`src/rtl/fetch_unit.sv`:
```
// fetch_unit: sequential instruction fetch with credit-limited requests,
// a PC-tagged instruction FIFO, redirect flush and misaligned-target halt.
module fetch_unit #(
    parameter int unsigned       ADDR_W    = 32,
    parameter logic [ADDR_W-1:0] RESET_VEC = '0,
    parameter int unsigned       DEPTH     = 4
) (
    input  logic              clk,
    input  logic              reset,
    input  logic              redirect_valid,
    input  logic [ADDR_W-1:0] redirect_pc,
    output logic              imem_req_valid,
    input  logic              imem_req_ready,
    output logic [ADDR_W-1:0] imem_req_addr,
    input  logic              imem_rsp_valid,
    input  logic [31:0]       imem_rsp_data,
    output logic              instr_valid,
    input  logic              instr_ready,
    output logic [31:0]       instr,
    output logic [ADDR_W-1:0] instr_pc,
    output logic              fault,
    output logic [ADDR_W-1:0] fault_pc
);
    localparam int unsigned       PW   = $clog2(DEPTH);
    localparam int unsigned       CW   = $clog2(DEPTH + 1);
    localparam int unsigned       SW   = CW + 2;
    localparam logic [ADDR_W-1:0] STEP = ADDR_W'(4);

    typedef enum logic {RUN, HALT} state_t;
    state_t state_q, state_d;

    logic [ADDR_W-1:0] fetch_pc_q, fetch_pc_d;
    logic [ADDR_W-1:0] rsp_pc_q, rsp_pc_d;
    logic [CW-1:0]     count_q, count_d;
    logic [CW-1:0]     live_q, live_d;
    logic [CW-1:0]     drop_q, drop_d;
    logic [PW-1:0]     wr_ptr_q, wr_ptr_d;
    logic [PW-1:0]     rd_ptr_q, rd_ptr_d;
    logic              fault_q, fault_d;
    logic [ADDR_W-1:0] fault_pc_q, fault_pc_d;

    logic [DEPTH-1:0][31:0]     data_q;
    logic [DEPTH-1:0][ADDR_W-1:0] pc_q;

    logic          run, redir, misalign, credit;
    logic          req_fire, pop, rsp_drop, rsp_live, push;
    logic [SW-1:0] inflight;

    assign run      = (state_q == RUN);
    assign redir    = run && redirect_valid;
    assign misalign = (redirect_pc[1:0] != 2'b00);

    // Every FIFO slot, outstanding request and to-be-dropped response holds a credit,
    // so the FIFO can never overflow no matter how late decode pops.
    assign inflight = SW'(count_q) + SW'(live_q) + SW'(drop_q);
    assign credit   = (inflight < SW'(DEPTH));

    assign imem_req_valid = !reset && run && !redirect_valid && credit;
    assign imem_req_addr  = fetch_pc_q;
    assign req_fire       = imem_req_valid && imem_req_ready;

    // Head is read straight from registered storage, so a push is only visible next cycle.
    assign instr_valid = run && (count_q != '0);
    assign instr       = data_q[rd_ptr_q];
    assign instr_pc    = pc_q[rd_ptr_q];
    assign pop         = instr_valid && instr_ready;

    // Responses are in order: stale ones (counted in drop) always arrive before live ones.
    assign rsp_drop = imem_rsp_valid && (drop_q != '0);
    assign rsp_live = imem_rsp_valid && (drop_q == '0) && (live_q != '0);
    assign push     = rsp_live && run && !redirect_valid;

    assign fault    = fault_q;
    assign fault_pc = fault_pc_q;

    // FSM next state: a misaligned redirect halts the unit and latches the target.
    always_comb begin
        state_d    = state_q;
        fault_d    = fault_q;
        fault_pc_d = fault_pc_q;
        if (redir && misalign) begin
            state_d    = HALT;
            fault_d    = 1'b1;
            fault_pc_d = redirect_pc;
        end
    end

    // Datapath next state: pointers, counters and PCs; a redirect flushes everything.
    always_comb begin
        fetch_pc_d = fetch_pc_q;
        rsp_pc_d   = rsp_pc_q;
        count_d    = count_q;
        live_d     = live_q;
        drop_d     = drop_q;
        wr_ptr_d   = wr_ptr_q;
        rd_ptr_d   = rd_ptr_q;
        if (redir) begin
            fetch_pc_d = redirect_pc;
            rsp_pc_d   = redirect_pc;
            count_d    = '0;
            wr_ptr_d   = '0;
            rd_ptr_d   = '0;
            live_d     = '0;
            // Everything still outstanding turns stale; a response arriving now is discarded.
            drop_d     = drop_q + live_q - CW'(rsp_drop || rsp_live);
        end else begin
            if (req_fire) fetch_pc_d = fetch_pc_q + STEP;
            if (push)     rsp_pc_d   = rsp_pc_q + STEP;
            live_d  = live_q + CW'(req_fire) - CW'(rsp_live);
            drop_d  = drop_q - CW'(rsp_drop);
            count_d = count_q + CW'(push) - CW'(pop);
            if (push) wr_ptr_d = wr_ptr_q + PW'(1);
            if (pop)  rd_ptr_d = rd_ptr_q + PW'(1);
        end
    end

    // State register for FSM, counters, pointers and fault capture.
    always_ff @(posedge clk or posedge reset) begin
        if (reset) begin
            state_q    <= RUN;
            fetch_pc_q <= RESET_VEC;
            rsp_pc_q   <= RESET_VEC;
            count_q    <= '0;
            live_q     <= '0;
            drop_q     <= '0;
            wr_ptr_q   <= '0;
            rd_ptr_q   <= '0;
            fault_q    <= 1'b0;
            fault_pc_q <= '0;
        end else begin
            state_q    <= state_d;
            fetch_pc_q <= fetch_pc_d;
            rsp_pc_q   <= rsp_pc_d;
            count_q    <= count_d;
            live_q     <= live_d;
            drop_q     <= drop_d;
            wr_ptr_q   <= wr_ptr_d;
            rd_ptr_q   <= rd_ptr_d;
            fault_q    <= fault_d;
            fault_pc_q <= fault_pc_d;
        end
    end

    // FIFO storage; cleared on reset so instr/instr_pc read 0 out of reset.
    always_ff @(posedge clk or posedge reset) begin
        if (reset) begin
            data_q <= '0;
            pc_q   <= '0;
        end else if (push) begin
            data_q[wr_ptr_q] <= imem_rsp_data;
            pc_q[wr_ptr_q]   <= rsp_pc_q;
        end
    end

endmodule

```
`config.mk`:
```
export PLATFORM = sky130hd
export DESIGN_NAME = fetch_unit
export DESIGN_NICKNAME = d
export VERILOG_FILES = /design/src/rtl/fetch_unit.sv
export SDC_FILE = /design/constraint.sdc
export NUM_CORES = 1
export LEC_CHECK = 0
export ABC_AREA = 1
export BUFFER_PORTS_ARGS = -buffer_cell sky130_fd_sc_hd__buf_2
export CORE_ASPECT_RATIO = 1.5
export CORE_MARGIN = 2
export CORE_UTILIZATION = 55
export CTS_CLUSTER_DIAMETER = 100
export CTS_CLUSTER_SIZE = 10
export DETAILED_ROUTE_END_ITERATION = 7
export PLACE_DENSITY = 0.76
export SLEW_MARGIN = 10
export SYNTH_ARGS = -nofsm -noshare
export SYNTH_HDL_FRONTEND = slang
export SYNTH_SLANG_ARGS = --single-unit
export TNS_END_PERCENT = 30
```
`constraint.sdc`:
```
create_clock -name clk -period 15.1 [get_ports clk]
set_input_delay 1.51 -clock clk [delete_from_list [all_inputs] [get_ports clk]]
set_output_delay 1.51 -clock clk [all_outputs]
set_load 0.02 [all_outputs]
```
==> summary.md, run 1 <==
| Metric | Value |
|---|---|
| First-pass detailed-route iteration total | `5` |
| Fillers | `2,889` |
| GP Congestion | `0.928` |
| Vias per std cell | `5.68` |
| Initial drt markers | `1,140` |
| Count of state elements after synthesis | `364` |
| Clock tree from TritonCTS | `done` |
| Critical path endpoint category | `output pin` |
| Max-cap check violation count | `0` |
| Type of the tightest min-delay check | `flop to flop` |
| DPL Wire Length | `29,500 µm` |
| Average detailed-routed wire length per instance | `16.9 µm` |
| Die height | `226 µm` |
| Port bufs | `200` |
| Total number of nets in the final design | `2,401` |
| All-Layer GR Usage | `0.270` |
| Number of clock sinks | `364` |
| Clock-pin slew of the registers on the worst-case setup and hold paths | `50 ps` |
| Fin Clk Skew | `13.0 ps` |
| Synth warnings | `0` |
| Critical-path maximum fanout | `76` |
| Sum Neg Setup Slack | `0 ps` |
| WL met3 | `2260 µm` |
| Placeable core region | `32,500 µm²` |
| Antenna violations before repair | `0` |
| Total power density per cell area | `97.4 nW/µm²` |
| Leak | `10.2 nW` |
| Antenna fix cells | `0` |
| Leading cell type in the layout, fill and taps excluded | `nand2_1` |
| Deepest clock path buffer count | `3` |
| Unrepaired setup endpoints after global routing | `no` |
| Cells taking the most area after synthesis | `dfrtp_1 (50%), nand2_1 (14%), o21ai_2 (5.9%)` |
| Global-route wire length before repair | `76,600 µm` |
| Final setup violating endpoints | `0` |
| Number of CTS-inserted buffers | `42` |
| Most frequent cells in the layout | `nand2_1 (652), dfrtp_1 (362), nor2_1 (226)` |
| Maximum number of pins on one net before global-route repair | `129` |
| Die area | `34,500 µm²` |
| Actual transition at the worst max-transition pin | `1110 ps` |
| Detailed-routing wirelength on met1 | `18,800 µm` |
| Area of placed instances | `18,900 µm²` |
| Buffers inserted by post-CTS timing repair | `0` |
| Level count of the clock H-tree | `2` |
| IO Count | `201` |
| Initial core utilization | `0.557` |
| Required arrival time at the worst endpoint | `13,590 ps` |
| Largest area contributor in the synthesized netlist | `dfrtp_1` |
| Uppermost layer routed | `met4` |
| Final WL | `46,100 µm` |
| Layout area overhead | `10.3%` |
| Final instance area | `20,000 µm²` |
| Die width | `152 µm` |
| Final Slew Violations | `0` |
| Critical setup path kind | `flop to output pin` |
| Count of cell types in the netlist | `33` |
| Part of the Yosys area used for sequential elements | `0.503` |
| Maximum vdd drop | `0.0577 mV` |
| Shortest period the worst path allows | `4730 ps` |
| Worst setup SP type | `flop` |
| Syn Area/Cell | `8.33 µm²` |
| Fin crit share | `0.313` |
| Tightest slew margin relative to the limit | `0.262` |
| Routed via count | `15,500` |
| Total of cells resized after clock tree synthesis | `0` |
| DRC violation count after routing | `0` |
| Worst skew pair latency | `530 ps` |
| Final Hold Vio Count | `0` |
| Data arrival time of the worst path | `3220 ps` |
| Syn Std Cell Area | `18,100 µm²` |
| Mapped Nets | `2,269` |
| Residual antenna-violating net count after detailed routing | `0` |
| Via count of the first global-routing pass | `15,500` |
| Yosys top cell area share | `0.503` |
| Hold Buf Count CTS | `0` |
| Share of post-route cells with drive strength above 1 | `0.174` |
| Peak Freq | `212 MHz` |
| Met2 routed wirelength | `23,600 µm` |
| Synthesized instance count | `2,176` |
| Row Count | `81` |
| Result of the run | `finished clean` |
| Root buffer selected by CTS | `clkbuf_16` |
| Overflow left after global routing | `0` |
cell usage after synthesis, drive strengths merged:
library cell  count
a21oi             6
and2              1
buf              73
clkbuf           52
dfrtp           364
fa                6
ha               17
inv             136
mux2i             1
nand2           657
nand3           103
nand3b            9
nand4             4
nor2            229
nor3              1
o211ai           11
o21ai           412
o21bai            1
o22ai            64
or2               3
xnor2            10
xor2             16
where the power goes:
group / internal, mW / leakage (nW) / switching [mW]
clock network: 0.501 / 0.540 / 0.372
registers: 0.981 / 4.94 / 0.00291
logic: 0.0310 / 4.70 / 0.0591
total: 1.51 / 10.2 / 0.434
worst paths after layout:
path	startpoint	end	slack [ps]	depth (start not counted)
worst min register to register	fault_pc[26]	fault_pc[26]	470	2
min in group asynchronous	reset	pc_q[33]	1180	2
worst max register to register	fault	fault_pc[17]	11340	9
worst max-delay path	rd_ptr_q[0]	instr_pc[19]	10370	5
max in group asynchronous	reset	data_q[3]	11420	4
worst min-delay path	fault_pc[26]	fault_pc[26]	470	2
critical path, stage by stage (launching register included):
cell,delay (ps)
dfrtp_4,600
clkinv_2,580
buf_4,730
o21ai_0,180
o22ai_1,290
buf_2,230
final cells by class:
cell class / instances / area [µm²] / share of cell area
clock buffers: 44 / 1080 / 0.0540
clock inverters: 2 / 17.5 / 0.000876
inverters: 136 / 524 / 0.0262
multi-input cells: 1551 / 7640 / 0.382
flip-flops and latches: 364 / 9110 / 0.456
well taps: 415 / 519 / 0.0260
repair buffers: 213 / 1100 / 0.0550
registers in the layout (all words and copies together) (netlist names), 3 cells and up:
name	count
pc_q	128
drop_q	3
live_q	3
count_q	3
fault_pc	32
data_q	128
rsp_pc_q	31
imem_req_addr	31
cell families (layout without fill, tap and decap cells):
| family | count (synthesis) | count (layout) | share of synthesized area |
|---|---|---|---|
| multiplexers | 1 | 1 | 0.000552 |
| AO/OA/AOI/OAI | 494 | 494 | 0.168 |
| buffers and inverters | 261 | 395 | 0.0776 |
| XOR/XNOR | 26 | 26 | 0.0126 |
| adder cells (fa/ha/maj) | 23 | 23 | 0.0184 |
| AND/OR/NAND/NOR | 1007 | 1007 | 0.221 |
| flip-flops | 364 | 364 | 0.503 |
through the flow:
| stage | setup slack [ps] | power, mW | hold WS, ps | utilization | cells |
|---|---|---|---|---|---|
| finish | 10370 | 1.95 | 467 | 0.615 | 2725 |
| global route | 10230 | 2.01 | 486 | 0.615 | 2725 |
| CTS | 10410 | 1.97 | 472 | 0.615 | 2725 |
| detailed placement | 10260 | 1.09 | 459 | 0.581 | 2679 |
| global placement | 10440 | 1.09 | 455 | 0.581 | 2679 |
| floorplan | 3490 | 1.06 | 450 | - | 2176 |
per-layer routing:
| layer | global-route usage | vias up |
|---|---|---|
| met5 | 0 | - |
| met3 | 0.0285 | 99 |
| met4 | 0.106 | 0 |
| met2 | 0.484 | 530 |
| li1 | - | 7328 |
| met1 | 0.335 | 7531 |
(Power assumes the default switching activity.)
==> run 2, diff against run 1 <==
- clock period: 15.1 -> 4.5 ns (I/O delays scaled with it)
==> summary.md, run 2 (synthesis results as in run 1) <==
| Metric | Value |
|---|---|
| Final setup violating endpoints | `0 (unchanged)` |
| Total number of nets in the final design | `2,407 (was 2,401)` |
| Global routing usage on met1 | `0.322 (was 0.335)` |
| Leak | `10.2 nW (about the same)` |
| Routed via count | `15,200 (was 15,500)` |
| Via count of the first global-routing pass | `15,000 (was 15,500)` |
| Critical path endpoint category | `flop (was output pin)` |
| Required arrival time at the worst endpoint | `4900 ps (was 13,590 ps)` |
| Level count of the clock H-tree | `2 (unchanged)` |
| Multi-input gate area | `7640 µm² (unchanged)` |
| Layout area overhead | `10.9% (was 10.3%)` |
| Worst setup timing slack at the placement stage | `975 ps (was 10,260 ps)` |
| Total power density per cell area | `327 nW/µm² (was 97.4 nW/µm²)` |
| Launch point of the worst path | `live_q[1] (was rd_ptr_q[0])` |
| Clock-pin slew of the registers on the worst-case setup and hold paths | `60 ps (was 50 ps)` |
| Fillers | `2,852 (was 2,889)` |
| Leading cell type in the layout, fill and taps excluded | `nand2_1 (unchanged)` |
| Data arrival time of the worst path | `4000 ps (was 3220 ps)` |
| Buffers inserted by post-CTS timing repair | `0 (unchanged)` |
| Row Count | `81 (unchanged)` |
| Final Hold Vio Count | `0 (unchanged)` |
| Placeable core region | `32,500 µm² (unchanged)` |
| Fin crit share | `0.800` |
| Total of cells resized after clock tree synthesis | `0 (unchanged)` |
| All-Layer GR Usage | `0.264 (was 0.270)` |
| Unrepaired setup endpoints after global routing | `no (unchanged)` |
| Antenna fix cells | `0 (unchanged)` |
| Final Hold Slack | `78.8 ps (was 467 ps)` |
| DPL Wire Length | `29,400 µm (was 29,500 µm)` |
| Final WL | `45,100 µm (was 46,100 µm)` |
| Type of the tightest min-delay check | `primary input to asynchronous set/reset pin (was flop to flop)` |
| Worst setup SP type | `flop (unchanged)` |
| Maximum number of pins on one net before global-route repair | `129 (unchanged)` |
| Shortest period the worst path allows | `3600 ps` |
| Setup slack of the critical path after layout | `900 ps (was 10,370 ps)` |
| Final Slew Violations | `0 (unchanged)` |
| Root buffer selected by CTS | `clkbuf_16 (unchanged)` |
| Clock tree from TritonCTS | `done (unchanged)` |
| Global-route wire length before repair | `74,600 µm (was 76,600 µm)` |
| Maximum vdd drop | `0.210 mV (was 0.0577 mV)` |
| Die area | `34,500 µm² (unchanged)` |
| Share of post-route cells with drive strength above 1 | `0.177 (was 0.174)` |
| Hold Buf Count CTS | `0 (unchanged)` |
| DRC violation count after routing | `0 (unchanged)` |
| Reg-to-reg startpoint | `live_q[1] (was fault)` |
| Met3 track utilization from global routing | `0.0365 (was 0.0285)` |
| Most frequent cells in the layout | `nand2_1 (652), dfrtp_1 (362), nor2_1 (226) (unchanged)` |
| Result of the run | `finished clean (unchanged)` |
| Residual antenna-violating net count after detailed routing | `0 (unchanged)` |
| Storage element area | `9110 µm² (unchanged)` |
| Fin Clk Skew | `22.7 ps (was 13.0 ps)` |
| Antenna violations before repair | `0 (unchanged)` |
| Vias per std cell | `5.57 (was 5.68)` |
| Peak Freq | `278 MHz` |
| Number of clock sinks | `364 (unchanged)` |
| IO Count | `201 (unchanged)` |
| Initial drt markers | `1,086 (was 1,140)` |
| Tightest slew margin relative to the limit | `0.311 (was 0.262)` |
| Port bufs | `200 (unchanged)` |
| Gr busiest metal | `met2 (unchanged)` |
| Die width | `152 µm (unchanged)` |
| Initial core utilization | `0.557 (unchanged)` |
| First-pass detailed-route iteration total | `6 (was 5)` |
| GP Congestion | `0.961 (was 0.928)` |
| Deepest clock path buffer count | `3 (unchanged)` |
| Critical-path maximum fanout | `33 (was 76)` |
| Met2 layer usage reported by global route | `0.466 (was 0.484)` |
| Overflow left after global routing | `0 (unchanged)` |
| Actual transition at the worst max-transition pin | `1030 ps (was 1110 ps)` |
| Die height | `226 µm (unchanged)` |
| Max-cap check violation count | `0 (unchanged)` |
| Worst skew pair latency | `540 ps (was 530 ps)` |
| Average detailed-routed wire length per instance | `16.5 µm (was 16.9 µm)` |
| Number of CTS-inserted buffers | `42 (unchanged)` |
| Critical setup path kind | `flop to flop (was flop to output pin)` |
==> run 2: worst paths after layout <==
kind                                      to  slack (ps)  cells past startpoint
worst max register to register     live_q[2]         900                     16
worst min-delay path                   fault          80                      2
worst max-delay path               live_q[2]         900                     16
max in group asynchronous        data_q[104]        3280                      3
worst min register to register    data_q[33]         470                      2
min in group clk                fault_pc[20]         130                      3
==> run 2: per-layer routing <==
metal / vias up / routed length, µm
li1: 7348 / -
met1: 7249 / 18300
met2: 492 / 22600
met3: 115 / 2290
met4: 0 / 1920
met5: - / 0
==> run 2: metrics by stage <==
step / cell area [µm²] / utilization / TNS, ps / power [mW] / cells
2_1_floorplan: 18100 / - / -302930 / 3.56 / 2176
3_3_place_gp: 19000 / 0.583 / 0 / 3.64 / 2685
3_5_place_dp: 19000 / 0.583 / 0 / 3.66 / 2685
4_1_cts: 20100 / 0.618 / 0 / 6.65 / 2732
5_1_grt: 20100 / 0.618 / 0 / 6.82 / 2732
6_report: 20100 / 0.618 / 0 / 6.58 / 2732
==> run 2: where the power goes <==
| group | total, mW | internal (mW) | leakage [nW] | switching, mW |
|---|---|---|---|---|
| sequential | 3.30 | 3.29 | 4.94 | 0.0104 |
| clock | 2.99 | 1.75 | 0.560 | 1.24 |
| combinational | 0.295 | 0.104 | 4.73 | 0.191 |
==> run 2: final cells by class <==
cell class / count / share of cell area
Sequential cell: 364 / 0.453
Multi-Input combinational cell: 1551 / 0.380
Timing Repair Buffer: 219 / 0.0581
Clock buffer: 46 / 0.0562
Inverter: 136 / 0.0259
Tap cell: 415 / 0.0258
Clock inverter: 1 / 0.000436
==> run 2: critical path: stages, from the launching register on <==
cell     delay, ps
dfrtp_1        430
inv_1          110
fa_1           480
a21oi_1        170
fa_1           440
nor2_1          90
nand2_1         60
a21oi_1        170
nand3_1        100
buf_4          250
ha_1           310
inv_1           50
ha_1           150
inv_1           50
fa_1           380
o21ai_0        180
a21oi_1         60
==> run 3, diff against run 2 <==
- clock period: 4.5 -> 3.75 ns (I/O delays scaled with it)
==> summary.md, run 3 (synthesis results as in run 1) <==
| Metric | Value |
|---|---|
| Final Hold Vio Count | `0 (unchanged)` |
| Most frequent cells in the layout | `nand2_1 (652), dfrtp_1 (362), nor2_1 (226) (unchanged)` |
| Via count of the first global-routing pass | `15,300 (was 15,000)` |
| GP Congestion | `0.971 (was 0.961)` |
| Port bufs | `200 (unchanged)` |
| Total power density per cell area | `388 nW/µm² (was 327 nW/µm²)` |
| Result of the run | `finished clean (unchanged)` |
| Initial drt markers | `1,198 (was 1,086)` |
| Leak | `10.3 nW (was 10.2 nW)` |
| Die area | `34,500 µm² (unchanged)` |
| Data arrival time of the worst path | `3750 ps (was 4000 ps)` |
| Critical path endpoint category | `flop (unchanged)` |
| Critical setup path kind | `flop to flop (unchanged)` |
| Overflow left after global routing | `0 (unchanged)` |
| Tightest slew margin relative to the limit | `0.298 (was 0.311)` |
| First-pass detailed-route iteration total | `6 (unchanged)` |
| Fin crit share | `0.889 (was 0.800)` |
| Clock tree from TritonCTS | `done (unchanged)` |
| Level count of the clock H-tree | `2 (unchanged)` |
| Storage element area | `9110 µm² (unchanged)` |
| Fillers | `2,816 (was 2,852)` |
| Row Count | `81 (unchanged)` |
| Clock-pin slew of the registers on the worst-case setup and hold paths | `60 ps (about the same)` |
| Number of clock sinks | `364 (unchanged)` |
| DRC violation count after routing | `0 (unchanged)` |
| Routed via count | `15,300 (was 15,200)` |
| Sequential share of power | `0.505 (was 0.502)` |
| IO Count | `201 (unchanged)` |
| Actual transition at the worst max-transition pin | `1050 ps (was 1030 ps)` |
| Root buffer selected by CTS | `clkbuf_16 (unchanged)` |
| Total of cells resized after clock tree synthesis | `0 (unchanged)` |
| Average detailed-routed wire length per instance | `16.6 µm (was 16.5 µm)` |
| Maximum vdd drop | `0.269 mV (was 0.210 mV)` |
| Peak Freq | `300 MHz (was 278 MHz)` |
| Residual antenna-violating net count after detailed routing | `0 (unchanged)` |
| Critical-path maximum fanout | `4 (was 33)` |
| All-Layer GR Usage | `0.267 (was 0.264)` |
| Final WL | `45,400 µm (was 45,100 µm)` |
| Cell breakdown of the critical path | `inv_1 -> fa_1 -> a21oi_1 -> fa_1 -> nor2_1 -> nand2_1 -> a21oi_1 -> nand3_1 -> ha_1 -> inv_1 -> ha_1 -> inv_1 -> fa_1 -> o21ai_0 -> a21oi_1 (was inv_1 -> fa_1 -> a21oi_1 -> fa_1 -> nor2_1 -> nand2_1 -> a21oi_1 -> nand3_1 -> buf_4 -> ha_1 -> inv_1 -> ha_1 -> inv_1 -> fa_1 -> o21ai_0 -> a21oi_1)` |
| Post-layout total power | `7.83 mW (was 6.58 mW)` |
| Antenna fix cells | `0 (unchanged)` |
| Share of post-route cells with drive strength above 1 | `0.180 (was 0.177)` |
| Worst setup SP type | `flop (unchanged)` |
| Switching power | `1.73 mW (was 1.44 mW)` |
| Required arrival time at the worst endpoint | `4170 ps (was 4900 ps)` |
| Maximum number of pins on one net before global-route repair | `129 (unchanged)` |
| Crit path max-delay cell type | `fa_1 (unchanged)` |
| Deepest clock path buffer count | `3 (unchanged)` |
| Global-route wire length before repair | `75,000 µm (was 74,600 µm)` |
| Layout area overhead | `11.4% (was 10.9%)` |
| Die height | `226 µm (unchanged)` |
| Leading cell type in the layout, fill and taps excluded | `nand2_1 (unchanged)` |
| Die width | `152 µm (unchanged)` |
| Final Slew Violations | `0 (unchanged)` |
| Final Hold Slack | `52.8 ps (was 78.8 ps)` |
| DPL Wire Length | `30,100 µm (was 29,400 µm)` |
| Relative contribution of the clock network to total power | `0.447 (was 0.454)` |
| Shortest period the worst path allows | `3330 ps (was 3600 ps)` |
| Initial core utilization | `0.557 (unchanged)` |
| Multi-input gate area | `7640 µm² (unchanged)` |
| Worst skew pair latency | `540 ps (about the same)` |
| Vias per std cell | `5.59 (was 5.57)` |
| Max incr delay on CP | `480 ps (about the same)` |
| Fraction of the core area covered by cells at the end of the flow | `0.620 (was 0.618)` |
| Sw Ratio | `0.221 (was 0.219)` |
| Internal Dissipation | `6.10 mW (was 5.14 mW)` |
| Fraction of power consumed by combinational cells | `0.048 (was 0.045)` |
| Max-cap check violation count | `0 (unchanged)` |
| Unrepaired setup endpoints after global routing | `no (unchanged)` |
| Final setup violating endpoints | `0 (unchanged)` |
| Placeable core region | `32,500 µm² (unchanged)` |
| Number of CTS-inserted buffers | `42 (unchanged)` |
| Type of the tightest min-delay check | `primary input to flop (was primary input to asynchronous set/reset pin)` |
| Sum Neg Setup Slack | `0 ps (unchanged)` |
| Total number of nets in the final design | `2,418 (was 2,407)` |
| Antenna violations before repair | `0 (unchanged)` |
| Fin Clk Skew | `19.8 ps (was 22.7 ps)` |
-- run 3: changes by cell type in the layout (fill, tap and decap cells not counted), sizes merged --
cell / before / now
inv: 134 / 135
clkbuf: 46 / 45
dlygate4sd3: 0 / 1
buf: 219 / 229
-- run 3: per-layer routing --
metal | track usage | vias to the layer above | share of wire | routed length, µm
met4 | 0.132 | 0 | 0.046 | 2090
met2 | 0.475 | 542 | 0.50 | 22800
met5 | 0 | - | 0 | 0
met3 | 0.0344 | 125 | 0.056 | 2530
met1 | 0.320 | 7295 | 0.40 | 18000
li1 | - | 7368 | - | -
-- run 3: cell type report --
type	instances	area share
clock buffer	45	0.0537
clock inverter	2	0.000868
inverter	136	0.0258
multi-input combinational	1551	0.378
sequential	364	0.452
tap	415	0.0257
timing repair buffer	230	0.0640
-- run 3: worst max-delay path: cells and delay by family, from the launching register on --
kind                     cells  cell delay [ps]
adder cells (fa/ha/maj)      5             1730
buffers and inverters        3              210
AO/OA/AOI/OAI                4              540
AND/OR/NAND/NOR              3              310
flip-flops                   1              420
-- run 3: worst paths after layout --
check | start | depth (start not counted) | end | slack, ps
max in group asynchronous | reset | 4 | data_q[63] | 2270
min | redirect_pc[12] | 3 | fault_pc[12] | 50
max | live_q[1] | 15 | live_q[2] | 420
max reg2reg | live_q[1] | 15 | live_q[2] | 420
min reg2reg | fault_pc[6] | 2 | fault_pc[6] | 460
min in group asynchronous | reset | 3 | fault | 550
-- run 3: power by group through the flow --
stage | Sequential [mW] | Combinational, mW | Clock (mW)
after global placement | 4.03 | 0.363 | 0
after CTS | 3.96 | 0.384 | 3.58
after floorplan | 4.03 | 0.244 | 0
after detailed placement | 4.03 | 0.381 | 0
after global routing | 3.96 | 0.446 | 3.74
final | 3.96 | 0.376 | 3.50
-- run 3: through the flow --
stage	instances	setup slack, ps	instance area [µm²]
after floorplan	2176	-1510	18100
after detailed placement	2695	426	19100
final	2743	418	20200
after global routing	2743	126	20200
after global placement	2695	479	19100
after CTS	2743	409	20200
-- run 3: timing repair --
item                                   4_1_cts  5_1_grt
endpoints found under the hold margin        1        0
hold buffers                                 1        0
buffers inserted                             0        0
